<file path="config.mk">
export PLATFORM = sky130hd
export DESIGN_NAME = instr_fetch
export DESIGN_NICKNAME = d
export VERILOG_FILES = /design/src/rtl/instr_fetch.sv
export SDC_FILE = /design/constraint.sdc
export NUM_CORES = 1
export LEC_CHECK = 0
export CORE_MARGIN = 3
export CORE_UTILIZATION = 40
export CTS_BUF_LIST = sky130_fd_sc_hd__clkbuf_4 sky130_fd_sc_hd__clkbuf_8
export DETAILED_ROUTE_END_ITERATION = 10
export GPL_ROUTABILITY_DRIVEN = 0
export PLACE_DENSITY = 0.82
export SETUP_SLACK_MARGIN = 0.15
export SLEW_MARGIN = 30
export SYNTH_ARGS = -nofsm -noshare
export SYNTH_HDL_FRONTEND = slang
export SYNTH_SLANG_ARGS = --single-unit
</file>
<file path="constraint.sdc">
create_clock -name clk -period 5.31 [get_ports clk]
set_clock_uncertainty 0.15 [all_clocks]
set_input_delay 1.062 -clock clk [delete_from_list [all_inputs] [get_ports clk]]
set_output_delay 1.062 -clock clk [all_outputs]
set_load 0.02 [all_outputs]
</file>
<file path="src/rtl/instr_fetch.sv">
// Instruction fetch stage: owns the PC and the IF/ID pipeline register.
// Bubble squash on branch/memory conflict, freeze on load-use stall.
module instr_fetch (
    input  logic        clk,
    input  logic        rst,
    input  logic        mem_conflict,
    input  logic        stall,
    input  logic        branch_taken,
    input  logic [15:0] branch_target,
    input  logic [15:0] instr_in,
    output logic [15:0] fetch_pc,
    output logic [15:0] id_instr,
    output logic [15:0] id_pc,
    output logic        id_valid,
    output logic [7:0]  bubble_cnt,
    output logic [1:0]  dbg_state
);

    localparam logic [15:0] NOP = 16'h0800;

    // Encoding is visible on dbg_state: BOOT=0, RUN=1, HOLD=2.
    typedef enum logic [1:0] {
        BOOT = 2'd0,
        RUN  = 2'd1,
        HOLD = 2'd2
    } state_t;

    state_t      state, state_nxt;
    logic [15:0] pc_nxt;
    logic [15:0] instr_nxt;
    logic [15:0] idpc_nxt;
    logic        valid_nxt;
    logic        bubble;

    // id_valid qualifies id_instr for the ID stage: 1 = real instruction,
    // 0 = bubble. There is no back-pressure path other than stall.
    always_comb begin
        state_nxt = state;
        pc_nxt    = fetch_pc;
        instr_nxt = id_instr;
        idpc_nxt  = id_pc;
        valid_nxt = id_valid;
        bubble    = 1'b0;

        case (state)
            BOOT: begin
                pc_nxt    = 16'h0000;
                bubble    = 1'b1;
                state_nxt = RUN;
            end
            RUN, HOLD: begin
                if (branch_taken) begin
                    // Wrong-path squash wins over any hazard.
                    pc_nxt    = branch_target;
                    bubble    = 1'b1;
                    state_nxt = RUN;
                end else if (stall) begin
                    state_nxt = state;
                end else if (mem_conflict) begin
                    // PC holds so the lost word is refetched once memory frees up.
                    bubble    = 1'b1;
                    state_nxt = HOLD;
                end else begin
                    instr_nxt = instr_in;
                    idpc_nxt  = fetch_pc;
                    valid_nxt = 1'b1;
                    pc_nxt    = fetch_pc + 16'd4;
                    state_nxt = RUN;
                end
            end
            default: state_nxt = BOOT;
        endcase

        if (bubble) begin
            instr_nxt = NOP;
            valid_nxt = 1'b0;
        end
    end

    always_ff @(posedge clk or negedge rst) begin
        if (!rst) begin
            state      <= BOOT;
            fetch_pc   <= 16'h0000;
            id_instr   <= NOP;
            id_pc      <= 16'h0000;
            id_valid   <= 1'b0;
            bubble_cnt <= 8'h00;
        end else begin
            state    <= state_nxt;
            fetch_pc <= pc_nxt;
            id_instr <= instr_nxt;
            id_pc    <= idpc_nxt;
            id_valid <= valid_nxt;
            if (bubble && (bubble_cnt != 8'hFF))
                bubble_cnt <= bubble_cnt + 8'd1;
        end
    end

    assign dbg_state = state;

endmodule

</file>
==> run summary <==
Setup repair after global routing left no endpoint under its margin. The family with the most delay on the worst path is compound AO/OA/AOI/OAI gates. Of the available clock period, the critical path in the final layout requires 64.3%.

In this run, post-CTS repair resized a total of 0 instances. The number of placed instances, taps included, is 433. The worst reg2reg path startpoint is dbg_state[0]$_DFFE_PN0N_. The total buffers and inverters traversed by the critical path was 1; the detailed-route wire length per cell was 16.1 um. Gate count after technology mapping: 257.

Internal reg-to-reg setup slack: 2.42 ns. The number of routed nets with antenna violations came out at 0. Final number of hold-violating endpoints: 0. During synthesis, Yosys emitted a total of 0 warnings. Upper clock frequency limit: 293 MHz. Counting every net in the synthesized netlist gives 298.

At the pin with the least slew margin, the transition time is 0.974 ns. The prevailing post-synth register cell is sky130_fd_sc_hd__dfrtp_1. The clock latency reported for the late side of the worst-skew pair was 0.34 ns. After detailed routing, the wire length on met1 is 2970 um. The synthesized netlist contains 43 unique library cells.

Detailed routing inserted a total of 2418 vias. The run gives 18.4% as the global routing usage summed across all routing layers. For the largest buffer count on any clock path, the log shows 2. After detailed routing, the met2 layer carries 3490 um of wire. Commonest non-fill, non-tap cell in the layout: sky130_fd_sc_hd__clkdlybuf4s50_1. The run gives 35.1% as the worst slew margin relative to its limit. The delay of the slowest cell on the worst path works out to 0.72 ns. The number of core rows was 30. The number of max-capacitance violations reported was 0; the final critical path time including I/O delays and setup was 3.41 ns. For this run, the post-layout net count is 389. Measured along the y axis, the die boundary spans 90.3 um.

Once placement finished, the instance area stood at 3830 sq um. Leaving out fill and tap cells, the most frequent cells in the layout are sky130_fd_sc_hd__clkdlybuf4s50_1 (94), sky130_fd_sc_hd__dfrtp_1 (58), sky130_fd_sc_hd__mux2_2 (21), sky130_fd_sc_hd__nand3_1 (21), sky130_fd_sc_hd__nand2_1 (18). The first global-routing pass estimated 12000 um of wire.

In this run the critical register-to-register path is captured at fetch_pc[8]$_DFFE_PN0P_. For the level count of the clock H-tree, the log shows 3. Setup violations remaining at the end of the flow were counted as 0. The number of antenna diodes in the final layout is 0.

The run finished with clean final reports. The number of buffers inserted by port buffering came out at 95. Initial antenna violation count: 0. STA classifies the critical path endpoint as a register.

Clock tree synthesis found a total of 59 sinks. The startpoint of the worst hold path is bubble_cnt[6]$_DFFE_PN0P_. The maximum fanout encountered on the critical timing path is 19, and the area of the mapped netlist is 2840 sq um. The share of synthesized flip-flops with an asynchronous set or reset was 100%. Dividing the detail-routed via count by the number of cells gives 5.40. For the number of top-level pins, the log shows 96. The floorplan core area is 6830 sq um.

Data on the critical path is required at its endpoint by 5.39 ns. Hold timing on the final database bottoms out at a slack of 0.350 ns. The worst hold path depth is 1, and the final setup TNS is 0 ns. Measured in cells, the most critical reg-to-reg path has a length of 6. After detailed routing, the total wire length is 7230 um. The via count of the first global-routing pass was 2412. Critical setup path kind: in2reg.

Counting flops and latches in the post-synthesis netlist gives 59. Leaving out filler cells and counting taps, the final layout contains 448. The power per cell area was 568 nW/um^2. Clock input transition at the sequential cells of the worst setup and hold paths: 0.07 ns. Count of TritonRoute iterations in the first routing pass: 4. After detailed routing, the met3 layer carries 615 um of wire.

The floorplan step defined a die boundary enclosing 8150 sq um. For the hold buffer count at cts, the log shows 0. For hold timing, the worst endpoint is bubble_cnt[6]$_DFFE_PN0P_. The run gives 3.49 ns as the data arrival at the endpoint of the critical path. Startpoint class of the critical path: an input port.

The horizontal extent of the die is 90.3 um, and the leakage component of the power is 1.68 nW. The tools report the max-slew violation count as 0. The detailed router's first-iteration violation count came out at 137. The cell chosen for the clock root was sky130_fd_sc_hd__clkbuf_8.

Yosys mapped a number of flops with a built-in enable equal to 0. In the final layout, the share of cells above drive strength 1 is 12.2%. The highest metal layer carrying signal wires in the routed design is met4.

Entering global routing, the biggest net connects 60 pins. The post-synthesis sequential area ratio is 52.0%, and the mean instance size in the synthesized netlist is 11.1 sq um. The worst min-delay path class is reg2reg. After detailed routing, the number of remaining DRC violations is 0.

Share of the core filled with cells: 59.0%. The final instance area was 4030 sq um. The total grt overflow is 0, and the layout-stage area growth over the synthesis result is 41.8%. The initial standard-cell utilization of the core was 41.6%.

The slowest cell on the critical path is sky130_fd_sc_hd__clkdlybuf4s50_1. The wire-length estimate of the detail-placed layout is 5000 um. Buffers added to address setup during post-CTS repair amount to 0.

IR analysis of the VDD net gives a maximum drop of 0.312 mV. The critical path goes through clkdlybuf4s50_1 -> nor2b_1 -> a21o_1 -> o211ai_1 -> a32o_1. Clock tree synthesis inserted a total of 9 buffers. TritonCTS built the clock tree.
==> worst max path at each step <==
stage                      start                      end  slack (ns)  cells past startpoint
floorplan           branch_taken    id_pc[10]$_DFFE_PN0P_        2.77                      6
global placement    branch_taken  fetch_pc[8]$_DFFE_PN0P_        1.68                      5
detailed placement  branch_taken  fetch_pc[8]$_DFFE_PN0P_        1.57                      5
CTS                 branch_taken  fetch_pc[8]$_DFFE_PN0P_        1.91                      5
global route        branch_taken  fetch_pc[8]$_DFFE_PN0P_        1.67                      5
finish              branch_taken  fetch_pc[8]$_DFFE_PN0P_        1.90                      5
==> state kept, by name, summed over array words and instances, names as in the netlist <==
signal,cells
id_valid,1
bubble_cnt,8
dbg_state,2
fetch_pc,16
id_pc,16
id_instr,16
==> worst register-to-register path, stage by stage (launching register included) <==
cell                       delay [ns]
sky130_fd_sc_hd__dfrtp_1         0.39
sky130_fd_sc_hd__inv_1           0.06
sky130_fd_sc_hd__ha_1            0.53
sky130_fd_sc_hd__nor2b_1         0.61
sky130_fd_sc_hd__a21o_1          0.56
sky130_fd_sc_hd__o211ai_1        0.18
sky130_fd_sc_hd__a32o_1          0.29
==> synthesized netlist by cell type (6+ instances only) <==
cell                       count  area, sq um
sky130_fd_sc_hd__nor2_1        9         33.8
sky130_fd_sc_hd__nand2_1      18         67.6
sky130_fd_sc_hd__mux2_2       21          236
sky130_fd_sc_hd__inv_1        11         41.3
sky130_fd_sc_hd__nand3_1      21          105
sky130_fd_sc_hd__dfrtp_1      58         1450
sky130_fd_sc_hd__xnor2_1       6         52.6
sky130_fd_sc_hd__a21oi_1       9         45.0
sky130_fd_sc_hd__o21ai_0       6         30.0
sky130_fd_sc_hd__buf_2         6         30.0
sky130_fd_sc_hd__clkbuf_1      7         26.3
sky130_fd_sc_hd__a22o_1       17          149
sky130_fd_sc_hd__nand4_1       6         37.5
==> cell type report <==
cell class	instances	area, sq um
fill	582	2800
sequential	59	1480
multi-input combinational	171	1240
timing repair buffer	96	953
clock buffer	13	166
tap	96	120
inverter	11	41.3
clock inverter	2	35.0
==> through the flow <==
step                setup slack [ns]  power (W)
finish                          1.90    0.00229
global route                    1.67    0.00242
CTS                             1.91    0.00231
detailed placement              1.57    0.00188
global placement                1.68    0.00184
floorplan                       2.77    0.00139
==> cells by family (layout without fill, tap and decap cells) <==
logic type / after synthesis / after routing / synth area share [%]
and+or+nand+nor: 83 / 83 / 15.9
xor gates and xnor gates: 7 / 7 / 2.16
buffers and inverters: 27 / 122 / 4.49
adders and majority gates: 4 / 4 / 1.76
AOI/OAI and AO/OA: 53 / 53 / 14.3
DFF: 59 / 59 / 52.0
muxes: 24 / 24 / 9.38
==> where the power goes <==
group          switching (W)  total (W)  internal (W)
registers           0.000185   0.000808      0.000623
logic               0.000541    0.00106      0.000518
clock network       0.000174   0.000423      0.000250
total               0.000900    0.00229       0.00139
==> layer usage <==
layer  GRT usage (%)  vias up
met5               0        -
met4            8.55        0
li1                -     1127
met1            22.4     1160
met2            29.7      112
met3            5.83       19
(Power assumes the default switching activity.)
